$ cat config.mk
export PLATFORM = sky130hd
export DESIGN_NAME = cv32e40p_apu_responder
export DESIGN_NICKNAME = d
export VERILOG_FILES = /design/src/rtl/cv32e40p_apu_resp_pkg.sv /design/src/rtl/cv32e40p_apu_resp_slot_pipe.sv /design/src/rtl/cv32e40p_apu_responder.sv
export SDC_FILE = /design/constraint.sdc
export NUM_CORES = 1
export LEC_CHECK = 0
export ABC_AREA = 1
export ABC_CLOCK_PERIOD_IN_PS = 2400
export BUFFER_PORTS_ARGS = -buffer_cell sky130_fd_sc_hd__clkbuf_2
export CORE_ASPECT_RATIO = 1.1
export CORE_MARGIN = 3
export CORE_UTILIZATION = 45
export DETAILED_ROUTE_END_ITERATION = 8
export MAX_ROUTING_LAYER = met4
export PLACE_DENSITY = 0.69
export SLEW_MARGIN = 20
export SYNTH_ARGS = -nofsm -noshare
export SYNTH_HDL_FRONTEND = slang
export SYNTH_SLANG_ARGS = --single-unit
$ cat constraint.sdc
create_clock -name clk_i -period 2.4 [get_ports clk_i]
set_input_delay 0.24 -clock clk_i [delete_from_list [all_inputs] [get_ports clk_i]]
set_output_delay 0.24 -clock clk_i [all_outputs]
set_load 0.05 [all_outputs]
$ cat src/rtl/cv32e40p_apu_resp_pkg.sv
// cv32e40p_apu_resp_pkg
// Shared types and constants for the APU responder: op-class enum, the
// pipeline slot record and the opcode-to-class decode helper.
package cv32e40p_apu_resp_pkg;

  typedef enum logic {
    OC_ADDMUL = 1'b0,
    OC_OTHERS = 1'b1
  } op_class_e;

  localparam int ADDMUL_OP_LIMIT = 8;
  localparam int APU_NUSFLAGS    = 5;
  localparam int APU_NDSFLAGS    = 15;

  // One in-flight op; an empty slot is kept all-zero so it can drive the
  // outputs directly without extra masking.
  typedef struct packed {
    logic                    valid;
    logic [31:0]             result;
    logic [APU_NUSFLAGS-1:0] flags;
  } slot_t;

  function automatic op_class_e decode_class(input logic [31:0] op);
    return (op < 32'(ADDMUL_OP_LIMIT)) ? OC_ADDMUL : OC_OTHERS;
  endfunction

endpackage

$ cat src/rtl/cv32e40p_apu_resp_slot_pipe.sv
// cv32e40p_apu_resp_slot_pipe
// MAXL-deep completion pipe. Slot k holds the op that leaves the pipe k
// cycles from now; every cycle all slots move one step toward slot 0.
// A new op is written at slot wr_idx_i in the same cycle as the shift.
// Ports:
//   clk_i, rst_i    clock, synchronous active-high reset
//   wr_en_i         write a new op this cycle
//   wr_idx_i        destination slot (latency - 1)
//   wr_slot_i       op record to write
//   head_o          current content of slot 0 (leaves at the next edge)
//   last_rem_o      index of the youngest valid slot, 0 when empty
module cv32e40p_apu_resp_slot_pipe
  import cv32e40p_apu_resp_pkg::*;
#(
  parameter int MAXL = 2
) (
  input  logic        clk_i,
  input  logic        rst_i,
  input  logic        wr_en_i,
  input  logic [2:0]  wr_idx_i,
  input  slot_t       wr_slot_i,
  output slot_t       head_o,
  output logic [2:0]  last_rem_o
);

  slot_t slots_q [MAXL];
  slot_t slots_d [MAXL];

  always_comb begin
    for (int k = 0; k < MAXL; k++) begin
      if (k < MAXL-1) slots_d[k] = slots_q[k+1];
      else            slots_d[k] = '0;
      // The grant rule guarantees the shifted-in content of the write slot
      // is empty, so the overwrite never drops an op.
      if (wr_en_i && (wr_idx_i == 3'(k))) slots_d[k] = wr_slot_i;
    end
  end

  always_ff @(posedge clk_i) begin
    if (rst_i) begin
      for (int k = 0; k < MAXL; k++) slots_q[k] <= '0;
    end else begin
      for (int k = 0; k < MAXL; k++) slots_q[k] <= slots_d[k];
    end
  end

  always_comb begin
    last_rem_o = 3'd0;
    for (int k = 0; k < MAXL; k++)
      if (slots_q[k].valid) last_rem_o = 3'(k);
  end

  assign head_o = slots_q[0];

endmodule

$ cat src/rtl/cv32e40p_apu_responder.sv
// cv32e40p_apu_responder
// Latency-accurate FPU stand-in on the APU request/response interface.
// Ops with opcode < 8 (ADDMUL) return op0+op1 after ADDMUL_LAT cycles,
// all others return op0^op1^op2 after OTHERS_LAT cycles. Results come back
// in issue order; a short op is held off until it cannot overtake.
// Optional: define CV32E40P_APU_RESP_STALL_EN to add LFSR-driven grant
// backpressure (x^4+x^3+1, seed 4'b1001).
// Ports:
//   clk_i, rst_i        clock, synchronous active-high reset
//   apu_req_i/gnt_o     request handshake (gnt combinational)
//   apu_operands_i      NARGS x 32-bit operands, op0 in the low word
//   apu_op_i            opcode
//   apu_flags_i         downstream flags, bits [3:0] echoed in status
//   apu_rvalid_o        one-cycle result pulse
//   apu_result_o        result, zero when no pulse
//   apu_flags_o         {flags_i[3:0], result==0}, zero when no pulse
module cv32e40p_apu_responder
  import cv32e40p_apu_resp_pkg::*;
#(
  parameter int ADDMUL_LAT = 2,
  parameter int OTHERS_LAT = 2,
  parameter int NARGS      = 3,
  parameter int WOP        = 6
) (
  input  logic                    clk_i,
  input  logic                    rst_i,
  input  logic                    apu_req_i,
  output logic                    apu_gnt_o,
  input  logic [NARGS*32-1:0]     apu_operands_i,
  input  logic [WOP-1:0]          apu_op_i,
  input  logic [APU_NDSFLAGS-1:0] apu_flags_i,
  output logic                    apu_rvalid_o,
  output logic [31:0]             apu_result_o,
  output logic [APU_NUSFLAGS-1:0] apu_flags_o
);

  localparam int MAXL = (ADDMUL_LAT > OTHERS_LAT) ? ADDMUL_LAT : OTHERS_LAT;

  op_class_e   cls;
  logic [2:0]  lat;
  logic [2:0]  last_rem;
  logic [31:0] op0, op1, op2;
  logic [31:0] res;
  logic        stall;
  slot_t       wr_slot, head, out_q;

  assign op0 = apu_operands_i[31:0];
  assign op1 = apu_operands_i[63:32];

  generate
    if (NARGS >= 3) begin : g_op2
      assign op2 = apu_operands_i[95:64];
    end else begin : g_no_op2
      assign op2 = '0;
    end
  endgenerate

  // Downstream flag bits that are carried on the bus but never used here.
  logic unused_flags;
  assign unused_flags = ^apu_flags_i[APU_NDSFLAGS-1:4];

  assign cls = decode_class(32'(apu_op_i));
  assign lat = (cls == OC_ADDMUL) ? 3'(ADDMUL_LAT) : 3'(OTHERS_LAT);
  assign res = (cls == OC_ADDMUL) ? (op0 + op1) : (op0 ^ op1 ^ op2);

  always_comb begin
    wr_slot        = '0;
    wr_slot.valid  = 1'b1;
    wr_slot.result = res;
    wr_slot.flags  = {apu_flags_i[3:0], (res == 32'd0)};
  end

`ifdef CV32E40P_APU_RESP_STALL_EN
  logic [3:0] lfsr_q;

  always_ff @(posedge clk_i) begin
    if (rst_i) lfsr_q <= 4'b1001;
    else       lfsr_q <= {lfsr_q[2:0], lfsr_q[3] ^ lfsr_q[2]};
  end

  assign stall = lfsr_q[0];
`else
  assign stall = 1'b0;
`endif

  // Granting only when the new op's latency exceeds the youngest op's
  // remaining distance keeps completion strictly in order and leaves the
  // write slot free after the shift.
  assign apu_gnt_o = apu_req_i && !rst_i && (lat > last_rem) && !stall;

  cv32e40p_apu_resp_slot_pipe #(
    .MAXL (MAXL)
  ) u_pipe (
    .clk_i      (clk_i),
    .rst_i      (rst_i),
    .wr_en_i    (apu_gnt_o),
    .wr_idx_i   (lat - 3'd1),
    .wr_slot_i  (wr_slot),
    .head_o     (head),
    .last_rem_o (last_rem)
  );

  always_ff @(posedge clk_i) begin
    if (rst_i) out_q <= '0;
    else       out_q <= head;
  end

  assign apu_rvalid_o = out_q.valid;
  assign apu_result_o = out_q.result;
  assign apu_flags_o  = out_q.flags;

endmodule

==> impl_metrics.yaml <==
status:
  status: "finished, final reports clean"
timing:
  period_minus_slack_ns: 1.891
  worst_pin_slew_ns: 0.7011
  rsz0062_at_grt: "false"
  fin_crit_sh_pct: 78.79
  slew_headroom_pct: 53.26
  tns_ns: 0
  setup_ws_ns: 0.5091
  report.final.slew_viol_count: 0
  setup_viol: 0
  skew_ns: 0.004639
  fin_hold_ws_ns: 0.04594
  fmax_mhz: 528.8
  hold_viol: 0
clock_tree:
  root_buffer: "clkbuf_16"
  cts_sinks: 114
  cts_buffers: 17
  cts_hold_buf: 0
  clock_latency_ns: 0.39
  htreeDepth: 4
  clockBufferDepth: 2
  cts_tree: "yes"
  path_clk_slew_ns: 0.05
  cts_resized: 0
  post-cts-setup-buffer-count: 0
worst_setup_path:
  critPathKind: "in -> reg"
  r2r_slack_ns: 1.87
  cp-start-kind: "input pin"
  worstPathRequired_ns: 2.73
  reg2reg_depth: 2
  cp_max_fo: 4
  rr_endpoint: "apu_result_o[15]"
  worstPathArrival_ns: 2.22
  reg2reg_from: "u_pipe.slots_q[0][20]"
  cp-end-kind: "register"
detailed_routing:
  avgViaCountPerCell: 4.429
  wl_per_cell_um: 11.31
  drc: 0
  vias: 6024
  ant_nets: 0
  drt_first_pass_iters: 5
  first_iter_violations: 313
  drt-total-wl_um: 15390
floorplanning:
  die_x_um: 119.4
  initial_core_util_pct: 47.00
  io_pins: 159
  core_area_um2: 13540
  die_area_um2: 15610
  num_rows: 44
  die_y_um: 130.7
synthesis:
  synthArstFlopShare_pct: 0
  syn_nets: 1165
  synth_seq_cells: 114
  synth_common_cells: "nand2_1 (323), inv_1 (198), nor2_1 (163)"
  post_synth_main_area_contributors: "dfxtp_1 (36%), nand2_1 (19%), inv_1 (12%)"
  synth_edf_count: 0
  synth_cells: 1013
  synth_area_per_cell_um2: 6.283
  synth_warnings: 0
  ys.flop_type: "dfxtp_1"
  ys_types: 33
  synth_area_um2: 6365
  ys_seq_area_share_pct: 35.86
  yosysTopAreaCell: "dfxtp_1"
  synth.most_common_cell: "nand2_1"
  yosys.area.top_type_share_pct: 35.86
grt:
  grt_max_degree: 77
  grt_pass1_wl_um: 24580
  antenna_found_initial: 0
  track_usage_pct: 20.45
  grt_pass1_vias: 5349
  overflow: 0
worst_hold_path:
  min_to: "u_pipe.slots_q[1][2]"
  hold_depth: 3
  min_from: "apu_flags_i[1]"
  hold_class: "in -> reg"
cells_and_area:
  register_area_um2: 2282
  num_antenna_cells: 0
  final_cells: 1360
  final_layout_size_suffix_gt1_share_pct: 18.88
  area_delta_synth_final_pct: 23.37
  fillers: 1376
  multi_input_area_um2: 3191
  nets: 1315
placement:
  dp.cells: 1328
  hpwl_um: 12540
  place_congestion: 0.9230
  port_buffers: 144
  dp_worst_setup_slack_ns: 0.1057
power_and_ir_drop:
  ir_drop_v: 0.0004641
  power.density_nw_per_um2: 685.1
  leakagePower_nw: 4.345
job:
  maxCapViolations: 0
[layout by cell type, fill, tap and decap left out, types with 8 or more instances in the layout]
cell type    n
nand2_2     18
xor2_1      10
buf_4        9
clkbuf_16   17
inv_1      198
nand3b_1     9
dfxtp_1    114
nand2_1    323
a21oi_1     22
ha_1        31
nand3_1     55
or2_2        8
clkbuf_2   144
nor2_1     163
[sequential cells by signal, indices dropped and copies added (netlist names)]
register        flops
apu_result_o       32
apu_rvalid_o        1
u_pipe.slots_q     76
apu_flags_o         5
[critical path, cell delays in order]
cell and delay [ns]:
clkbuf_2 0.08, ha_1 0.23, fa_1 0.46, nand2_1 0.10, nand3_1 0.11, nand2_1 0.14
nand2_2 0.11, nand2_2 0.08, nand2_2 0.05, nand2_1 0.05, nand2_1 0.05, nand2_1 0.12
nand2_1 0.08, nor2_1 0.12, nand3_1 0.09, nor2_1 0.09
[metal layers]
layer | vias up | GRT usage (%) | part of all wire, %
met2 | 166 | 33.49 | 46
li1 | 3293 | - | -
met5 | - | - | 0
met1 | 2541 | 25.73 | 47
met3 | 24 | 3.315 | 4.8
met4 | 0 | 7.547 | 1.9
[through the flow]
stage / util (%) / power (mW) / cell area, um^2
after global routing: 57.98 / 5.661 / 7853
after detailed placement: 53.65 / 3.020 / 7266
after global placement: 53.65 / 3.012 / 7266
after floorplan: - / 2.729 / 6365
final: 57.98 / 5.379 / 7853
after CTS: 57.98 / 5.423 / 7853
[cell type report]
cell class / instances / share of cell area [%]
multi-input cells: 672 / 40.63
well taps: 184 / 2.932
inverters: 205 / 9.863
clock inverters: 4 / 0.8923
flip-flops and latches: 114 / 29.06
repair buffers: 153 / 10.04
clock buffers: 28 / 6.581
[worst max-delay path by stage]
stage          depth (start not counted)                    to         startpoint
6_report                              16  u_pipe.slots_q[1][0]  apu_operands_i[0]
3_3_place_gp                          16  u_pipe.slots_q[1][0]  apu_operands_i[0]
4_1_cts                               16  u_pipe.slots_q[1][0]  apu_operands_i[0]
2_1_floorplan                         15  u_pipe.slots_q[1][0]  apu_operands_i[0]
5_1_grt                               16  u_pipe.slots_q[1][0]  apu_operands_i[0]
3_5_place_dp                          16  u_pipe.slots_q[1][0]  apu_operands_i[0]
[cells by family after synthesis]
kind of cell	share of synthesized area, %
and+or+nand+nor	39.39
AOI/OAI and AO/OA	2.477
muxes	0.4718
xor gates and xnor gates	1.376
DFF	35.86
buffers and inverters	14.02
adders and majority gates	6.408
[power by group]
| part | internal (mW) | switching, mW | total, mW |
|---|---|---|---|
| combinational | 0.347 | 0.649 | 0.996 |
| sequential | 1.98 | 0.0186 | 1.99 |
| clock | 1.66 | 0.731 | 2.39 |
Power figures use the tool's default switching activity.
